`config.mk`:
```
export PLATFORM = sky130hd
export DESIGN_NAME = demux1x2_stream
export DESIGN_NICKNAME = d
export VERILOG_FILES = /design/src/rtl/demux1x2_stream.sv
export SDC_FILE = /design/constraint.sdc
export NUM_CORES = 1
export LEC_CHECK = 0
export CAP_MARGIN = 20
export CORE_AREA = 2 2 67 117
export CTS_BUF_LIST = sky130_fd_sc_hd__clkbuf_8
export DETAILED_ROUTE_END_ITERATION = 12
export DIE_AREA = 0 0 69 119
export GPL_TIMING_DRIVEN = 0
export PLACE_DENSITY_LB_ADDON = 0.12
export SYNTH_ARGS = -nofsm -noshare
export SYNTH_HDL_FRONTEND = slang
export SYNTH_SLANG_ARGS = --single-unit
```
`constraint.sdc`:
```
create_clock -name clk -period 2.6 [get_ports clk]
set_input_delay 0.26 -clock clk [delete_from_list [all_inputs] [get_ports clk]]
set_output_delay 0.26 -clock clk [all_outputs]
set_load 0.005 [all_outputs]
```
`src/rtl/demux1x2_stream.sv`:
```
// 1-to-2 stream demultiplexer: each input beat goes to one of two 2-entry channel buffers.
// Optional build macro DEMUX_RR_EN: ignore s and alternate channels with a round-robin pointer.

// Handshake: a beat moves on a rising edge when valid & ready are both high; a producer
// holding valid must keep its data stable until ready, and ready never depends on the
// same-cycle ready of a downstream consumer.

module demux_chan_buf #(
  parameter int WIDTH = 8
) (
  input  logic             clk,
  input  logic             rst_n,
  input  logic             push,
  input  logic [WIDTH-1:0] push_data,
  input  logic             pop,
  output logic             valid,
  output logic [WIDTH-1:0] data,
  output logic [1:0]       level
);

  logic [WIDTH-1:0] mem [2];
  logic             rd_ptr;
  logic             wr_ptr;
  logic [1:0]       count;
  logic             wr_en;
  logic             rd_en;

  // Internal guards keep the buffer safe even if a caller misbehaves.
  assign wr_en = push && (count != 2'd2);
  assign rd_en = pop && (count != 2'd0);

  always_ff @(posedge clk or negedge rst_n) begin
    if (!rst_n) begin
      mem[0] <= '0;
      mem[1] <= '0;
      rd_ptr <= 1'b0;
      wr_ptr <= 1'b0;
      count  <= 2'd0;
    end else begin
      if (wr_en) begin
        mem[wr_ptr] <= push_data;
        wr_ptr      <= ~wr_ptr;
      end
      if (rd_en) begin
        rd_ptr <= ~rd_ptr;
      end
      case ({wr_en, rd_en})
        2'b10:   count <= count + 2'd1;
        2'b01:   count <= count - 2'd1;
        default: count <= count;
      endcase
    end
  end

  assign valid = (count != 2'd0);
  assign data  = mem[rd_ptr];
  assign level = count;

endmodule

module demux1x2_stream #(
  parameter int WIDTH = 8
) (
  input  logic             clk,
  input  logic             rst_n,
  input  logic             i_valid,
  output logic             i_ready,
  input  logic [WIDTH-1:0] i_data,
  input  logic             s,
  output logic             y0_valid,
  input  logic             y0_ready,
  output logic [WIDTH-1:0] y0_data,
  output logic             y1_valid,
  input  logic             y1_ready,
  output logic [WIDTH-1:0] y1_data,
  output logic [1:0]       y0_level,
  output logic [1:0]       y1_level
);

  logic       sel;
  logic [1:0] sel_level;
  logic       accept;
  logic       push0;
  logic       push1;
  logic       pop0;
  logic       pop1;

`ifdef DEMUX_RR_EN
  logic rr_ptr;
  logic unused_s;

  assign unused_s = s;

  // The pointer only moves on an accepted beat, so a full channel holds the turn.
  always_ff @(posedge clk or negedge rst_n) begin
    if (!rst_n) begin
      rr_ptr <= 1'b0;
    end else if (accept) begin
      rr_ptr <= ~rr_ptr;
    end
  end

  assign sel = rr_ptr;
`else
  assign sel = s;
`endif

  // Ready looks only at registered occupancy: a full channel refuses even if it pops now.
  assign sel_level = sel ? y1_level : y0_level;
  assign i_ready   = (sel_level < 2'd2);
  assign accept    = i_valid && i_ready;
  assign push0     = accept && !sel;
  assign push1     = accept && sel;
  assign pop0      = y0_valid && y0_ready;
  assign pop1      = y1_valid && y1_ready;

  demux_chan_buf #(.WIDTH(WIDTH)) u_ch0 (
    .clk       (clk),
    .rst_n     (rst_n),
    .push      (push0),
    .push_data (i_data),
    .pop       (pop0),
    .valid     (y0_valid),
    .data      (y0_data),
    .level     (y0_level)
  );

  demux_chan_buf #(.WIDTH(WIDTH)) u_ch1 (
    .clk       (clk),
    .rst_n     (rst_n),
    .push      (push1),
    .push_data (i_data),
    .pop       (pop1),
    .valid     (y1_valid),
    .data      (y1_data),
    .level     (y1_level)
  );

endmodule

```
---- Yosys cells after proc, flatten, opt, wreduce, memory -nomap -nowiden ----
Cells that the tools add are included.
word-level totals
  output and inout bits ................... 23
  bits of input ports ..................... 14
  word-level logic and storage cells ...... 66
  flip-flop bits (word level) ............. 40
cells by class
  magnitude comparators ................... 7
  equal/unequal tests ..................... 6
  reduce and logical (&&, ||, !) cells .... 16
  $add $sub $neg .......................... 4
  bitwise logic cells ..................... 8
  multiplexer cells ....................... 15
operator list
  cell                   number
  $mux W8                8
  $bwmux W16             2
  $demux W8 S1           2
  $logic_and A1 B1 Y1    11
  $ge A2 B2 Y1 const B   4
  $not A1 Y2             4
  $pmux W2 S2            2
  $reduce_bool A2 Y1     4
  $add A2 B1 Y2 const B  2
  $eq A2 B1 Y1 const B   2
  $eq A2 B2 Y1 const B   2
  $lt A2 B1 Y1 const B   2
  $ne A2 B2 Y1 const B   2
  $not A1 Y1             4
  $sub A2 B1 Y2 const B  2
  $lt A2 B2 Y1 const B   1
  $mux W2                1
  $logic_not A1 Y1       1

---- Depth between registers and ports, before layout ----
  word-level depth ........................ 7
  mapped depth ............................ 6
  depth with buffers taken out ............ 6

---- Cells and area by module ----
Synthesis repeated with hierarchy kept, for this count alone.
unflattened totals
  cell total of the unflattened synthesis .. 125
  area, all modules ....................... 1975.6 um^2
modules (own cells, without submodules)
  module           seq. area each (um^2)  times used  area each (um^2)  cells an instance
  demux_chan_buf   500.5                  2           968.4             60
  demux1x2_stream  0.0                    1           38.8              5

---- Least setup slack after synthesis ----
OpenSTA, ideal clock, no wires.
  kind .................................... flip-flop to flip-flop
  from .................................... register u_ch0.count[1], in the netlist u_ch0.level[1]
  to ...................................... register u_ch0.count[1], in the netlist u_ch0.level[1]
  stages on the path, launching flop included .. 6
  setup time .............................. 79 ps
  clock period less this slack ............ 1579 ps
  data required time ...................... 2521 ps
  path buffers ............................ 1
  data arrival time ....................... 1499 ps
  setup slack ............................. 1021 ps
  cells stage by stage .................... dfrtp_1 -> or3b_1 -> buf_6 -> ha_1 -> nor2_1 -> xor2_1
on the way
  word-level cells in the longest chain between the ends .. 7
  elaborated cells on any way between the ends .. 15
  those cells by class .................... 2 x add/sub; 1 x order compare; 3 x eq/ne; 2 x mux; 7 x reduce/logical
ends and longest elaborated chain
  element                                            line  source
  start: declaration                                 24    logic [1:0] count;
  start signal: assignment                           48    2'b10: count <= count + 2'd1;
  start signal: assignment                           49    2'b01: count <= count - 2'd1;
  start signal: assignment                           50    default: count <= count;
  $mux W2                                            109   assign sel_level = sel ? y1_level : y0_level;
  $lt A2 B2 Y1                                       110   assign i_ready = (sel_level < 2'd2);
  $logic_and A1 B1 Y1                                111   assign accept = i_valid && i_ready;
  $logic_and A1 B1 Y1                                112   assign push0 = accept && !sel;
  $logic_and A1 B1 Y1                                29    assign wr_en = push && (count != 2'd2);
  $eq A2 B1 Y1 or $eq A2 B2 Y1 (tied branches)       47    case ({wr_en, rd_en})
  $pmux W2 S2 or $reduce_bool A2 Y1 (tied branches)  -
Several ways; a longest one is shown, not always the timed one.
A chain may end at the register's enable or synchronous reset.

---- Worst setup path in the final report ----
  from .................................... register u_ch1.rd_ptr
  to ...................................... output port y1_data[6]
on the way
  word-level cells in the longest chain between the ends .. 4
ends and longest elaborated chain
  element                                     line  source
  start: declaration                          22    logic rd_ptr;
  start signal: assignment                    45    rd_ptr <= ~rd_ptr;
  $not A1 Y2 (not written as such)            56    assign data = mem[rd_ptr];
  $mux W8 (not written as such) (3 in a row)  56
  end: declaration                            75    output logic [WIDTH-1:0] y1_data,
No other way between the ends. The select of a mux whose other input is x is not followed.

==> impl_metrics.csv <==
group,metric,value,unit
yosys,syn_area_per_cell,15.3,µm²
power,p_leak,0.989,nW
cts,postCtsHoldBufs,0,
floorplanning,start_util,24.3,%
setup_path,crit_type,"reg -> out",
timing,rsz0062_at_grt,"false",
cts,tritoncts,"yes",
timing,period_share,85.0,%
yosys,syn_nets,133,
setup_path,worstPathMaxFanout,9,
setup_path,path_delay_family,"buffers and inverters",
cts,clkTransAtPathRegs,70,ps
detailed_routing,ant_nets,0,
place,routabilityCongestion,0.667,
global_route,grt_pass1_vias,1227,
job,maxCapViolCount,0,
floorplanning,die_w,69,µm
cts,cts_resized,0,
global_route,grt_pass1_wl,6440,µm
floorplanning,die_h,119,µm
place,port_buffers,36,
power,clkPwrFrac,16.3,%
finish,antenna_cells,0,
detailed_routing,via_per_inst,4.24,
timing,timing.fmax,453,MHz
timing,worst_slew_pin_slew,894,ps
yosys,synth_largest_area_cell,"dfrtp_1",
yosys,synth_cell_types,18,
floorplanning,rows,42,
global_route,gr-usage-all-layers,10.0,%
power,powerDensity,1270,nW/µm²
setup_path,startpoint_type,"flip-flop",
cts,htree_levels,2,
detailed_routing,num_vias,1057,
global_route,antenna_found_initial,0,
setup_path,cpMaxStageDelayCell,"clkbuf_1",
timing,finClkSkew,5.90,ps
timing,finalSetupTns,0,ps
cts,clock_path_buffers,2,
timing,hold_viol,0,
yosys,synth_cells,117,
global_route,overflow,0,
detailed_routing,drc_errors,0,
timing,fin_crit,2210,ps
setup_path,rr_endpoint,"u_ch0.level[1]$_DFFE_PN0P_",
yosys,ys_seq_area_share,55.9,%
cts,cts_sinks,40,
finish,fillers,753,
floorplanning,io_pins,37,
power,p_sw_share,28.4,%
timing,relSlewSlack,40.4,%
cts,cts_setup_buffers,0,
yosys,yosysWarnings,0,
setup_path,crit_chain,"clkbuf_1, mux2_2, clkdlybuf4s50_1",
power,internal_power,2.15,mW
detailed_routing,wire_per_inst,14.7,µm
setup_path,endpoint_kind,"output pin",
power,vdd_drop_max,0.466,mV
finish,final_nets,176,
cts,cts_buffers,5,
min_path,hold_class,"in -> async",
power,pwr-share-seq,37.7,%
yosys,ys_top_cells_by_area,"dfrtp_1 56%, mux2_2 29%, xnor2_1 2.9%",
setup_path,worst_r2r_startpoint,"u_ch0.level[1]$_DFFE_PN0P_",
finish,drive_above_1_share,37.3,%
timing,setup_viol,0,
cts,cts_root_buf,"clkbuf_8",
cts,clk_latency,290,ps
yosys,yosys.area.top_type_share,55.9,%
place,hpwl,2620,µm
finish,areaGrowthSynthToFinish,32.0,%
power,p_sw,852,µW
yosys,ys_seq_elements,40,
setup_path,path_buf_inv,2,
floorplanning,core_area,7360,µm²
global_route,grt_start_max_net_pins,41,
setup_path,required,2340,ps
detailed_routing,routed_wl,3670,µm
setup_path,reg2reg_slack,910,ps
detailed_routing,firstDrtPassIters,2,
setup_path,max_stage_delay,480,ps
floorplanning,dieArea,8210,µm²
yosys,syn_area,1790,µm²
setup_path,r2r_cells,5,
power,comb_power_share,46.0,%
setup_path,critPathLaunch,"u_ch1.rd_ptr$_DFFE_PN0P_",
timing,slew_violations,0,
setup_path,arrival,1950,ps
detailed_routing,drtIter0Drc,14,
run_status,run_status,"complete, no violations",
finish,final_util,32.1,%
## power groups by stage
stage	Combinational [mW]	Clock [mW]	Sequential (mW)
floorplan	0.763	0	1.09
global route	1.51	0.535	1.18
finish	1.38	0.490	1.13
detailed placement	1.40	0	1.15
CTS	1.42	0.510	1.13
global placement	1.38	0	1.12
## worst max path at each step
| stage | slack [ps] | to | cells after the start |
|---|---|---|---|
| 4_1_cts | 340 | y0_data[0] | 3 |
| 6_report | 390 | y1_data[6] | 3 |
| 3_5_place_dp | 570 | u_ch1.mem[8]$_DFFE_PN0P_ | 4 |
| 5_1_grt | 270 | y1_data[6] | 3 |
| 3_3_place_gp | 370 | u_ch1.mem[3]$_DFFE_PN0P_ | 1 |
| 2_1_floorplan | 1020 | u_ch0.level[1]$_DFFE_PN0P_ | 5 |
## routing by layer
| layer | global-route usage, % | routed length (µm) | part of all wire [%] |
|---|---|---|---|
| met5 | 0 | 0 | 0 |
| met4 | 4.78 | 78 | 2.1 |
| met3 | 2.20 | 157 | 4.3 |
| met2 | 17.2 | 1950 | 53 |
| met1 | 11.7 | 1480 | 40 |
## cell families (layout without fill, tap and decap cells)
logic type	after synthesis	count (layout)	share of synthesized area [%]
buf+inv	4	48	1.26
xor+xnor	10	10	4.89
fa+ha+maj	2	2	1.40
flops	40	40	55.9
mux	49	49	30.7
simple gates	12	12	5.80
## sequential cells by signal, summed over array words and instances, names as in the netlist
register	flops
u_ch0.rd_ptr	1
u_ch1.level	2
u_ch0.level	2
u_ch0.mem	16
u_ch1.mem	16
u_ch1.rd_ptr	1
u_ch1.wr_ptr	1
u_ch0.wr_ptr	1
## layout make-up
type	count	area [µm²]	area share, %
Buffer	3	18.8	0.794
Tap cell	88	110	4.66
Inverter	1	3.75	0.159
Sequential cell	40	1000	42.4
Timing Repair Buffer	36	355	15.0
Clock buffer	5	68.8	2.91
Clock inverter	3	38.8	1.64
Multi-Input combinational cell	73	767	32.5
## layout by cell type (no fill, tap or decap), types with 2 or more instances in the layout
cell type        Yosys  routed
mux2_2              46      46
dfrtp_1             40      40
clkdlybuf4s50_1      0      35
xnor2_1              6       6
clkbuf_8             0       5
xor2_1               4       4
or2_2                2       2
and2_1               2       2
clkbuf_1             2       2
inv_1                1       2
nor2_8               2       2
mux2_1               2       2
nor2_1               2       2
ha_1                 2       2
## cells in the mapped netlist
master and n:
mux2_2 46, dfrtp_1 40, xnor2_1 6, xor2_1 4
and2_1 2, clkbuf_1 2, ha_1 2, mux2_1 2
nor2_1 2, nor2_8 2, or2_2 2, buf_6 1
inv_1 1, mux2i_1 1, nand3b_1 1, nand4b_1 1
nor2_2 1, or3b_1 1
## per-stage QoR
stage               setup slack, ps  hold slack (ps)  area [µm²]  instances  power [mW]
floorplan                      1020            -35.6        1790        117        1.86
CTS                             338              128        2360        249        3.06
global placement                374              464        2260        241        2.50
finish                          390             97.5        2360        249        3.00
detailed placement              572              444        2260        241        2.55
global route                    270              176        2360        249        3.22
Note: power is estimated with default switching activity, not from simulation.
